[config.mk]
export PLATFORM = sky130hd
export DESIGN_NAME = ex_stage
export DESIGN_NICKNAME = d
export VERILOG_FILES = /design/src/rtl/ex_stage.sv
export SDC_FILE = /design/constraint.sdc
export NUM_CORES = 1
export LEC_CHECK = 0
export ABC_AREA = 1
export CAP_MARGIN = 20
export CORE_MARGIN = 4
export CORE_UTILIZATION = 46
export DETAILED_ROUTE_END_ITERATION = 12
export PLACE_DENSITY = 0.8
export SYNTH_ARGS = -nofsm -noshare
export SYNTH_HDL_FRONTEND = slang
export SYNTH_SLANG_ARGS = --single-unit
[constraint.sdc]
create_clock -name clk -period 4.7 [get_ports clk]
set_input_delay 0.705 -clock clk [delete_from_list [all_inputs] [get_ports clk]]
set_output_delay 0.705 -clock clk [all_outputs]
set_load 0.005 [all_outputs]
[src/rtl/ex_stage.sv]
// ex_stage: MIPS execute stage - operand register, 12-op ALU, load/store request, ID forwarding and a
// radix-2 restoring divider for DIV/DIVU. Define EX_DIV_ZERO_FAST_EN to retire zero-divisor divides from IDLE.
module ex_stage #(
   parameter int ID_TO_EX_WD  = 159,
   parameter int EX_TO_MEM_WD = 141,
   parameter int DIV_CYCLES   = 32
) (
   input  logic                    clk,
   input  logic                    rst,
   input  logic [5:0]              stall,
   input  logic [ID_TO_EX_WD-1:0]  id_to_ex_bus,
   output logic [EX_TO_MEM_WD-1:0] ex_to_mem_bus,
   output logic [37:0]             ex_to_id,
   output logic                    data_sram_en,
   output logic [3:0]              data_sram_wen,
   output logic [31:0]             data_sram_addr,
   output logic [31:0]             data_sram_wdata,
   output logic                    stallreq_for_ex
);
   // state | meaning
   // IDLE  | no division in flight; a DIV/DIVU in the input reg latches its operands
   // BUSY  | one restoring shift-subtract per cycle for DIV_CYCLES cycles
   // DONE  | signs applied, hi/lo presented with hilo_we for one cycle
   typedef enum logic [1:0] {IDLE = 2'd0, BUSY = 2'd1, DONE = 2'd2} div_state_e;

   localparam int CNT_W = $clog2(DIV_CYCLES);
   localparam logic [CNT_W-1:0] CNT_LAST = CNT_W'(DIV_CYCLES - 1);

   logic [ID_TO_EX_WD-1:0] bus_q;
   logic [31:0] pc, inst, rs_v, rt_v;
   logic [11:0] alu_op;
   logic [2:0]  src1_sel;
   logic [3:0]  src2_sel;
   logic        ram_en, rf_we, sel_rf_res;
   logic [3:0]  ram_wen;
   logic [4:0]  rf_waddr;

   // A bubble loads all-zero, which makes every derived output (ALU, SRAM request) zero too.
   always_ff @(posedge clk or negedge rst) begin
      if (!rst)                     bus_q <= '0;
      else if (stall[2] && !stall[3]) bus_q <= '0;
      else if (!stall[2])           bus_q <= id_to_ex_bus;
   end

   assign {pc, inst, alu_op, src1_sel, src2_sel, ram_en, ram_wen, rf_we, rf_waddr, sel_rf_res,
           rs_v, rt_v} = bus_q;

   logic [31:0] src1_v, src2_v, sra_r, alu_res;
   logic        slt_r, sltu_r;

   assign src1_v = ({32{src1_sel[0]}} & rs_v) | ({32{src1_sel[1]}} & pc)
                 | ({32{src1_sel[2]}} & {27'd0, inst[10:6]});
   assign src2_v = ({32{src2_sel[0]}} & rt_v) | ({32{src2_sel[1]}} & {{16{inst[15]}}, inst[15:0]})
                 | ({32{src2_sel[2]}} & 32'd8) | ({32{src2_sel[3]}} & {16'd0, inst[15:0]});

   assign slt_r  = $signed(src1_v) < $signed(src2_v);
   assign sltu_r = src1_v < src2_v;
   assign sra_r  = $signed(src2_v) >>> src1_v[4:0];

   assign alu_res = ({32{alu_op[11]}} & (src1_v + src2_v))
                  | ({32{alu_op[10]}} & (src1_v - src2_v))
                  | ({32{alu_op[9]}}  & {31'd0, slt_r})
                  | ({32{alu_op[8]}}  & {31'd0, sltu_r})
                  | ({32{alu_op[7]}}  & (src1_v & src2_v))
                  | ({32{alu_op[6]}}  & ~(src1_v | src2_v))
                  | ({32{alu_op[5]}}  & (src1_v | src2_v))
                  | ({32{alu_op[4]}}  & (src1_v ^ src2_v))
                  | ({32{alu_op[3]}}  & (src2_v << src1_v[4:0]))
                  | ({32{alu_op[2]}}  & (src2_v >> src1_v[4:0]))
                  | ({32{alu_op[1]}}  & sra_r)
                  | ({32{alu_op[0]}}  & {src2_v[15:0], 16'd0});

   logic div_valid, div_signed;
   assign div_valid  = (inst[31:26] == 6'd0) && ((inst[5:0] == 6'h1A) || (inst[5:0] == 6'h1B));
   assign div_signed = inst[5:0] == 6'h1A;

   div_state_e       state_q, state_d;
   logic [CNT_W-1:0] cnt_q, cnt_d;
   logic [31:0]      rem_q, rem_d, quo_q, quo_d, dvs_q, dvs_d, dnd_q, dnd_d;
   logic             qneg_q, qneg_d, rneg_q, rneg_d, dz_q, dz_d;
   logic [32:0]      rem_sh;

   always_ff @(posedge clk or negedge rst) begin
      if (!rst) begin
         state_q <= IDLE;
         cnt_q   <= '0;
         rem_q   <= '0;
         quo_q   <= '0;
         dvs_q   <= '0;
         dnd_q   <= '0;
         qneg_q  <= 1'b0;
         rneg_q  <= 1'b0;
         dz_q    <= 1'b0;
      end else begin
         state_q <= state_d;
         cnt_q   <= cnt_d;
         rem_q   <= rem_d;
         quo_q   <= quo_d;
         dvs_q   <= dvs_d;
         dnd_q   <= dnd_d;
         qneg_q  <= qneg_d;
         rneg_q  <= rneg_d;
         dz_q    <= dz_d;
      end
   end

   assign rem_sh = {rem_q, quo_q[31]};

   always_comb begin
      state_d = state_q;
      cnt_d   = cnt_q;
      rem_d   = rem_q;
      quo_d   = quo_q;
      dvs_d   = dvs_q;
      dnd_d   = dnd_q;
      qneg_d  = qneg_q;
      rneg_d  = rneg_q;
      dz_d    = dz_q;
      case (state_q)
         IDLE: begin
            if (div_valid) begin
               rem_d   = '0;
               quo_d   = (div_signed && rs_v[31]) ? (~rs_v + 32'd1) : rs_v;
               dvs_d   = (div_signed && rt_v[31]) ? (~rt_v + 32'd1) : rt_v;
               dnd_d   = rs_v;
               qneg_d  = div_signed && (rs_v[31] ^ rt_v[31]);
               rneg_d  = div_signed && rs_v[31];
               dz_d    = rt_v == 32'd0;
               cnt_d   = '0;
               state_d = BUSY;
`ifdef EX_DIV_ZERO_FAST_EN
               if (rt_v == 32'd0) state_d = DONE;
`endif
            end
         end
         BUSY: begin
            // Quotient bits shift in from the right as dividend bits shift out into the remainder.
            if (rem_sh >= {1'b0, dvs_q}) begin
               rem_d = 32'(rem_sh - {1'b0, dvs_q});
               quo_d = {quo_q[30:0], 1'b1};
            end else begin
               rem_d = rem_sh[31:0];
               quo_d = {quo_q[30:0], 1'b0};
            end
            cnt_d = cnt_q + CNT_W'(1);
            if (cnt_q == CNT_LAST) state_d = DONE;
         end
         DONE:    state_d = IDLE;
         default: state_d = IDLE;
      endcase
   end

   logic        hilo_we;
   logic [31:0] hi, lo;
   assign hilo_we = state_q == DONE;
   assign lo = !hilo_we ? 32'd0 : dz_q ? 32'hFFFF_FFFF : qneg_q ? (~quo_q + 32'd1) : quo_q;
   assign hi = !hilo_we ? 32'd0 : dz_q ? dnd_q       : rneg_q ? (~rem_q + 32'd1) : rem_q;

   assign stallreq_for_ex = div_valid && (state_q != DONE);

   assign ex_to_mem_bus = {pc, ram_en, ram_wen, sel_rf_res, rf_we, rf_waddr, alu_res, hilo_we, hi, lo};
   assign ex_to_id      = {rf_we, rf_waddr, alu_res};

   assign data_sram_en    = ram_en;
   assign data_sram_wen   = ram_wen;
   assign data_sram_addr  = alu_res;
   assign data_sram_wdata = rt_v;

   logic unused_bits;
   assign unused_bits = ^{stall[5:4], stall[1:0], inst[25:16]};
endmodule

==> results.sh, run 1 <==
export IMPL_clockBufferDepth=3
export IMPL_synth_most_common_cell="nand2_1"
export IMPL_synth_ff_type="dfrtp_1"
export IMPL_stdcell_area_um2=35600
export IMPL_initial_core_util=0.468
export IMPL_synth_top_family_by_area="simple AND/OR/NAND/NOR gates"
export IMPL_io_buffers=401
export IMPL_grt_first_pass_wirelength_mm=192
export IMPL_cts_root_buf="clkbuf_16"
export IMPL_clkSinkCount=287
export IMPL_synth_xor_area_share=0.0208
export IMPL_path_clk_slew_ns=0.07
export IMPL_die_width_um=259
export IMPL_cp_start_kind="register"
export IMPL_dr_pass1_iters=7
export IMPL_routabilityCongestion=1.10
export IMPL_layout_setup_ws_ns=-0.00883
export IMPL_num_vias=34463
export IMPL_maxCapViolCount=0
export IMPL_grt_antenna_before_repair=5
export IMPL_syn_area_um2=29100
export IMPL_vdd_drop_max_mv=0.284
export IMPL_crit_required_ns=3.99
export IMPL_fmax_mhz=212
export IMPL_regToRegStartpoint="bus_q[125]$_DFFE_PN0P_"
export IMPL_fin_crit_ns=4.71
export IMPL_async_flop_share=1.00
export IMPL_p_per_area_nw_per_um2=398
export IMPL_rows=91
export IMPL_worst_pin_slew_ns=0.980
export IMPL_worst_skew_pair_late_latency_ns=0.58
export IMPL_layout_drive_gt1_share=0.0859
export IMPL_setup_worst_path_end_class="primary output"
export IMPL_netlist_instances=4737
export IMPL_crit_path_start="bus_q[32]$_DFFE_PN0P_"
export IMPL_yosys_area_top_type="dfrtp_1"
export IMPL_drc_errors=0
export IMPL_grt_setup_unrepaired="true"
export IMPL_synth_area_mux_share=0.000689
export IMPL_period_share=1.00
export IMPL_arrival_ns=4.00
export IMPL_ys_types=63
export IMPL_dp_cells=5770
export IMPL_relSlewSlack=0.343
export IMPL_ys_top_cells_by_area="dfrtp_1, nand2_1, nand3_1"
export IMPL_syn_area_per_cell_um2=6.14
export IMPL_r2r_end="dvs_q[1]$_DFFE_PN0P_"
export IMPL_hold_buffers=0
export IMPL_drt_wl_total_mm=132
export IMPL_holdWs_ns=0.109
export IMPL_finalHoldViolCount=0
export IMPL_grt_remaining_overflow=0
export IMPL_stdcell_count=5856
export IMPL_crit_type="reg -> out"
export IMPL_placed_area_um2=33400
export IMPL_ios=416
export IMPL_p_total_mw=14.2
export IMPL_nFillCells=6106
export IMPL_setup_viol=2
export IMPL_grt_pass1_vias=31472
export IMPL_synth_nets=5022
export IMPL_hp_class="in -> async"
export IMPL_ant_nets=0
export IMPL_track_usage=0.371
export IMPL_finalMaxSlewViolations=0
export IMPL_rrSetupSlack_ns=1.12
export IMPL_synth_warnings=0
export IMPL_leakagePower_nw=17.6
export IMPL_synth_yosys_seq_area_share=0.247
export IMPL_die_y_um=259
export IMPL_ys_top_cells_by_count="nand2_1, inv_1, nand3_1"
export IMPL_ys_seq_elements=287
export IMPL_grt_max_degree=100
export IMPL_cp_max_fo=29
export IMPL_wire_per_inst_um=22.5
export IMPL_area_growth_syn_to_layout_pct=22.5
export IMPL_drt_iter0_drc=5205
export IMPL_cts_htree_levels=2
export IMPL_synth_simple_gate_area_frac=0.330
export IMPL_outcome="finished, violations left"
export IMPL_failed_checks="negative setup slack"
export IMPL_hpwl_mm=104
export IMPL_final_nets=5275
export IMPL_synth_compound_area_frac=0.179
export IMPL_synth_edf_count=0
export IMPL_vias_per_cell=5.89
export IMPL_cts_made_buffers=37
export IMPL_r2r_cells=9
export IMPL_cts_tree="built"
export IMPL_core_area_um2=62200
export IMPL_die_area_um2=67300
export IMPL_synth_top_cell_area_share=0.247
export IMPL_fin_skew_ns=0.0177
export IMPL_synth_adder_area_share=0.0516
## cells in the final DEF (no fill, tap or decap), types with 49 or more instances in the layout
cell,n
a21oi_1,197
buf_4,164
clkdlybuf4s50_1,384
dfrtp_1,284
ha_1,91
inv_1,752
nand2_1,1089
nand3_1,579
nor2_1,309
nor3_1,49
o21ai_0,337
o22ai_1,138
xor2_1,51
## critical path: stages, from the launching register on
cell             delay (ns)
dfrtp_1                0.52
nand2_4                0.16
nand3_4                0.14
inv_4                  0.08
buf_4                  0.35
ha_1                   0.28
nand2_1                0.07
o21ai_1                0.15
inv_1                  0.06
nand2_1                0.11
nand3_1                0.14
a21oi_1                0.44
nor2_1                 0.21
nand3_1                0.18
clkdlybuf4s50_1        0.53
## state kept, by name (all words and copies together) (netlist names)
register / count
rneg_q: 1
state_q: 2
dz_q: 1
dvs_q: 32
dnd_q: 32
rem_q: 32
qneg_q: 1
bus_q: 149
quo_q: 32
cnt_q: 5
## power breakdown
group / total [mW] / internal, mW / switching (mW)
Combinational: 7.99 / 2.89 / 5.10
Clock: 2.98 / 1.69 / 1.29
Sequential: 3.20 / 2.77 / 0.435
Total: 14.2 / 7.35 / 6.82
## how the worst max path moves through the flow
stage,to,slack [ns],depth (start not counted)
after floorplan,ex_to_id[23],0.94,21
after global placement,ex_to_id[0],0.29,17
after detailed placement,ex_to_mem_bus[65],0.23,17
after CTS,ex_to_mem_bus[65],-0.08,22
after global routing,ex_to_mem_bus[65],-0.15,22
final,ex_to_mem_bus[95],-0.009,14
## layout make-up
| class | instances | area [µm²] | area share |
|---|---|---|---|
| timing repair buffer | 577 | 5530 | 0.155 |
| clock buffer | 44 | 983 | 0.0276 |
| multi-input combinational | 3315 | 17700 | 0.497 |
| tap | 837 | 1050 | 0.0294 |
| clock inverter | 23 | 262 | 0.00734 |
| inverter | 772 | 2910 | 0.0816 |
| sequential | 287 | 7190 | 0.202 |
| antenna | 1 | 2.50 | 0.0000703 |
## per-stage QoR
stage               utilization  worst slack, ns  TNS (ns)
global placement          0.537            0.291         0
CTS                       0.560          -0.0811    -0.333
global route              0.573           -0.149     -1.36
finish                    0.573         -0.00883   -0.0123
detailed placement        0.537            0.235         0
floorplan                     -            0.938         0
## cells by family after synthesis
family                     after synthesis
and+or+nand+nor                       2219
buffers and inverters                 1135
AOI/OAI and AO/OA                      907
DFF                                    287
adders and majority gates              118
xor gates and xnor gates                69
muxes                                    2
## repair_timing
action / 4_1_cts / 5_1_grt
gates cloned: 0 / 1
gates resized for setup: 37 / 156
setup buffers: 3 / 13
endpoints found under the setup margin: 87 / 89
pin swaps: 1 / 16
## per-layer routing
layer / up-vias / global-route usage / routed length, µm
met5: - / 0 / 14
met4: 2 / 0.192 / 8220
met3: 398 / 0.0723 / 15300
met2: 2274 / 0.582 / 57800
met1: 15915 / 0.486 / 50300
li1: 15874 / - / -
No activity file was read; power rests on OpenSTA's default activity.
==> run 2: changes to the inputs <==
--- a/config.mk
+++ b/config.mk
@@ -10,7 +10,7 @@
 export CORE_MARGIN = 4
 export CORE_UTILIZATION = 46
 export DETAILED_ROUTE_END_ITERATION = 12
-export PLACE_DENSITY = 0.8
+export PLACE_DENSITY = 0.77
 export SYNTH_ARGS = -nofsm -noshare
 export SYNTH_HDL_FRONTEND = slang
 export SYNTH_SLANG_ARGS = --single-unit
==> results.sh, run 2 (synthesis gave the netlist of run 1 again) <==
export IMPL_wire_per_inst_um=22.0
export IMPL_switching_power_mw=6.69
export IMPL_r2r_cells=9
export IMPL_combPwrFrac=0.566
export IMPL_worst_pin_slew_ns=1.08
export IMPL_dr_pass1_iters=8
export IMPL_grt_pass1_vias=31205
export IMPL_hold_buffers=0
export IMPL_critPathSlowestCell="clkdlybuf4s50_1"
export IMPL_cts_htree_levels=2
export IMPL_die_area_um2=67300
export IMPL_p_int_mw=7.36
export IMPL_ios=416
export IMPL_fin_crit_ns=4.69
export IMPL_layout_drive_gt1_share=0.0879
export IMPL_crit_type="reg -> out"
export IMPL_vdd_drop_max_mv=0.298
export IMPL_r2r_end="dvs_q[1]$_DFFE_PN0P_"
export IMPL_vias_per_cell=5.86
export IMPL_grt_setup_unrepaired="true"
export IMPL_period_share=0.997
export IMPL_power_switching_share=0.476
export IMPL_grt_max_degree=116
export IMPL_routabilityCongestion=1.13
export IMPL_finalMaxSlewViolations=0
export IMPL_place_ws_ns=0.252
export IMPL_outcome="completed"
export IMPL_fin_skew_ns=0.0303
export IMPL_cts_root_buf="clkbuf_16"
export IMPL_final_nets=5290
export IMPL_relSlewSlack=0.277
export IMPL_cp_start_kind="register"
export IMPL_drt_wl_total_mm=129
export IMPL_initial_core_util=0.468
export IMPL_ant_nets=0
export IMPL_layout_setup_ws_ns=0.0139
export IMPL_cp_max_fo=8
export IMPL_num_vias=34417
export IMPL_nFillCells=6086
export IMPL_p_total_mw=14.0
export IMPL_rows=91
export IMPL_regMostFlops="bus_q"
export IMPL_clockBufferDepth=3
export IMPL_leakagePower_nw=17.6
export IMPL_max_stage_delay_ns=0.52
export IMPL_io_buffers=401
export IMPL_tns_ns=0
export IMPL_drc_errors=0
export IMPL_cp_endpoint="ex_to_id[30]"
export IMPL_cts_tree="built"
export IMPL_die_y_um=259
export IMPL_maxCapViolCount=0
export IMPL_regToRegStartpoint="bus_q[125]$_DFFE_PN0P_"
export IMPL_fmax_mhz=213
export IMPL_worst_skew_pair_late_latency_ns=0.57
export IMPL_track_usage=0.365
export IMPL_hpwl_mm=102
export IMPL_setup_viol=0
export IMPL_path_clk_slew_ns=0.06
export IMPL_dp_cells=5793
export IMPL_crit_required_ns=3.99
export IMPL_hp_class="in -> async"
export IMPL_drt_iter0_drc=5058
export IMPL_grt_antenna_before_repair=5
export IMPL_pwr_share_seq=0.230
export IMPL_largest_reg_flops=149
export IMPL_crit_family="simple AND/OR/NAND/NOR gates"
export IMPL_layout_commonest_cell="nand2_1"
export IMPL_p_per_area_nw_per_um2=395
export IMPL_cp_common_cell="nand3_1"
export IMPL_clkPwrFrac=0.204
export IMPL_cp_cell_sequence="buf_6 > nand2_1 > nand3_1 > inv_1 > ha_2 > inv_1 > o21ai_0 > a21oi_1 > nand3_1 > nand2_1 > nand3_1 > nand3_1 > nand3_2 > clkdlybuf4s50_1"
export IMPL_area_growth_syn_to_layout_pct=22.3
export IMPL_rrSetupSlack_ns=1.34
export IMPL_cts_made_buffers=36
export IMPL_path_buf_inv=4
export IMPL_finalHoldViolCount=0
export IMPL_core_area_um2=62200
export IMPL_stdcell_count=5871
export IMPL_clkSinkCount=287
export IMPL_grt_remaining_overflow=0
export IMPL_grt_first_pass_wirelength_mm=190
export IMPL_arrival_ns=3.98
export IMPL_crit_path_start="bus_q[76]$_DFFE_PN0P_"
export IMPL_path_depth=14
export IMPL_die_width_um=259
export IMPL_final_cell_mix="nand2_1, inv_1, nand3_1"
export IMPL_setup_worst_path_end_class="primary output"
run 2: cell count changes in the layout (fill, tap and decap cells not counted), moves of 5 or more:
cell / delta
a21oi_2: +6
buf_4: +10
buf_6: +5
clkinvlp_4: -5
ha_4: -5
nand2_1: +7
nand2_2: -5
nand3_2: +6
nor2_1: -7
o22ai_1: +5
o22ai_4: -6
run 2: cell type report:
| class | instances | area, µm² | area share |
|---|---|---|---|
| multi-input combinational | 3315 | 17600 | 0.494 |
| clock buffer | 48 | 996 | 0.0280 |
| tap | 837 | 1050 | 0.0294 |
| timing repair buffer | 593 | 5650 | 0.159 |
| sequential | 287 | 7190 | 0.202 |
| antenna | 3 | 7.51 | 0.000211 |
| clock inverter | 16 | 193 | 0.00542 |
| inverter | 772 | 2910 | 0.0817 |
run 2: worst reg2reg max path: stages (launching register included):
cell,delay (ns)
dfrtp_1,0.36
inv_1,0.07
nand4_1,0.47
nor3_1,0.29
nand2_1,0.35
nor3_1,0.71
inv_1,0.54
a21oi_1,0.23
o21ai_0,0.14
o21ai_0,0.10
run 2: worst min path at each step:
stage	start	end	slack [ns]	cells past startpoint
final	rst	rem_q[7]$_DFFE_PN0P_	0.18	1
after global routing	rst	rem_q[6]$_DFFE_PN0P_	0.33	1
after CTS	rst	dnd_q[6]$_DFFE_PN0P_	0.30	1
after detailed placement	dnd_q[13]$_DFFE_PN0P_	dnd_q[13]$_DFFE_PN0P_	0.47	2
after global placement	dnd_q[6]$_DFFE_PN0P_	dnd_q[6]$_DFFE_PN0P_	0.46	2
after floorplan	rst	bus_q[0]$_DFFE_PN0P_	0.41	0
run 2: stage by stage:
| stage | hold WS (ns) | cell area (µm²) | util |
|---|---|---|---|
| 6_report | 0.176 | 35600 | 0.572 |
| 4_1_cts | 0.295 | 34900 | 0.562 |
| 2_1_floorplan | 0.409 | 29100 | - |
| 3_5_place_dp | 0.471 | 33600 | 0.540 |
| 3_3_place_gp | 0.462 | 33600 | 0.540 |
| 5_1_grt | 0.329 | 35600 | 0.572 |
run 2: layer usage:
metal,share of wire,global-route usage
met5,0.00010,0
met4,0.065,0.184
met3,0.12,0.0674
met2,0.44,0.572
met1,0.38,0.484
run 2: timing repair:
action / in CTS / in global routing
pin swaps: 3 / 12
setup buffers: 3 / 8
gates resized for setup: 36 / 147
endpoints found under the setup margin: 84 / 84
run 2: power groups by stage:
stage / clock network [mW] / registers (mW) / logic [mW]
after floorplan: 0 / 3.04 / 5.10
after global placement: 0 / 3.22 / 7.42
after detailed placement: 0 / 3.23 / 7.50
after CTS: 2.89 / 3.19 / 7.58
after global routing: 3.00 / 3.24 / 8.61
final: 2.87 / 3.22 / 7.96
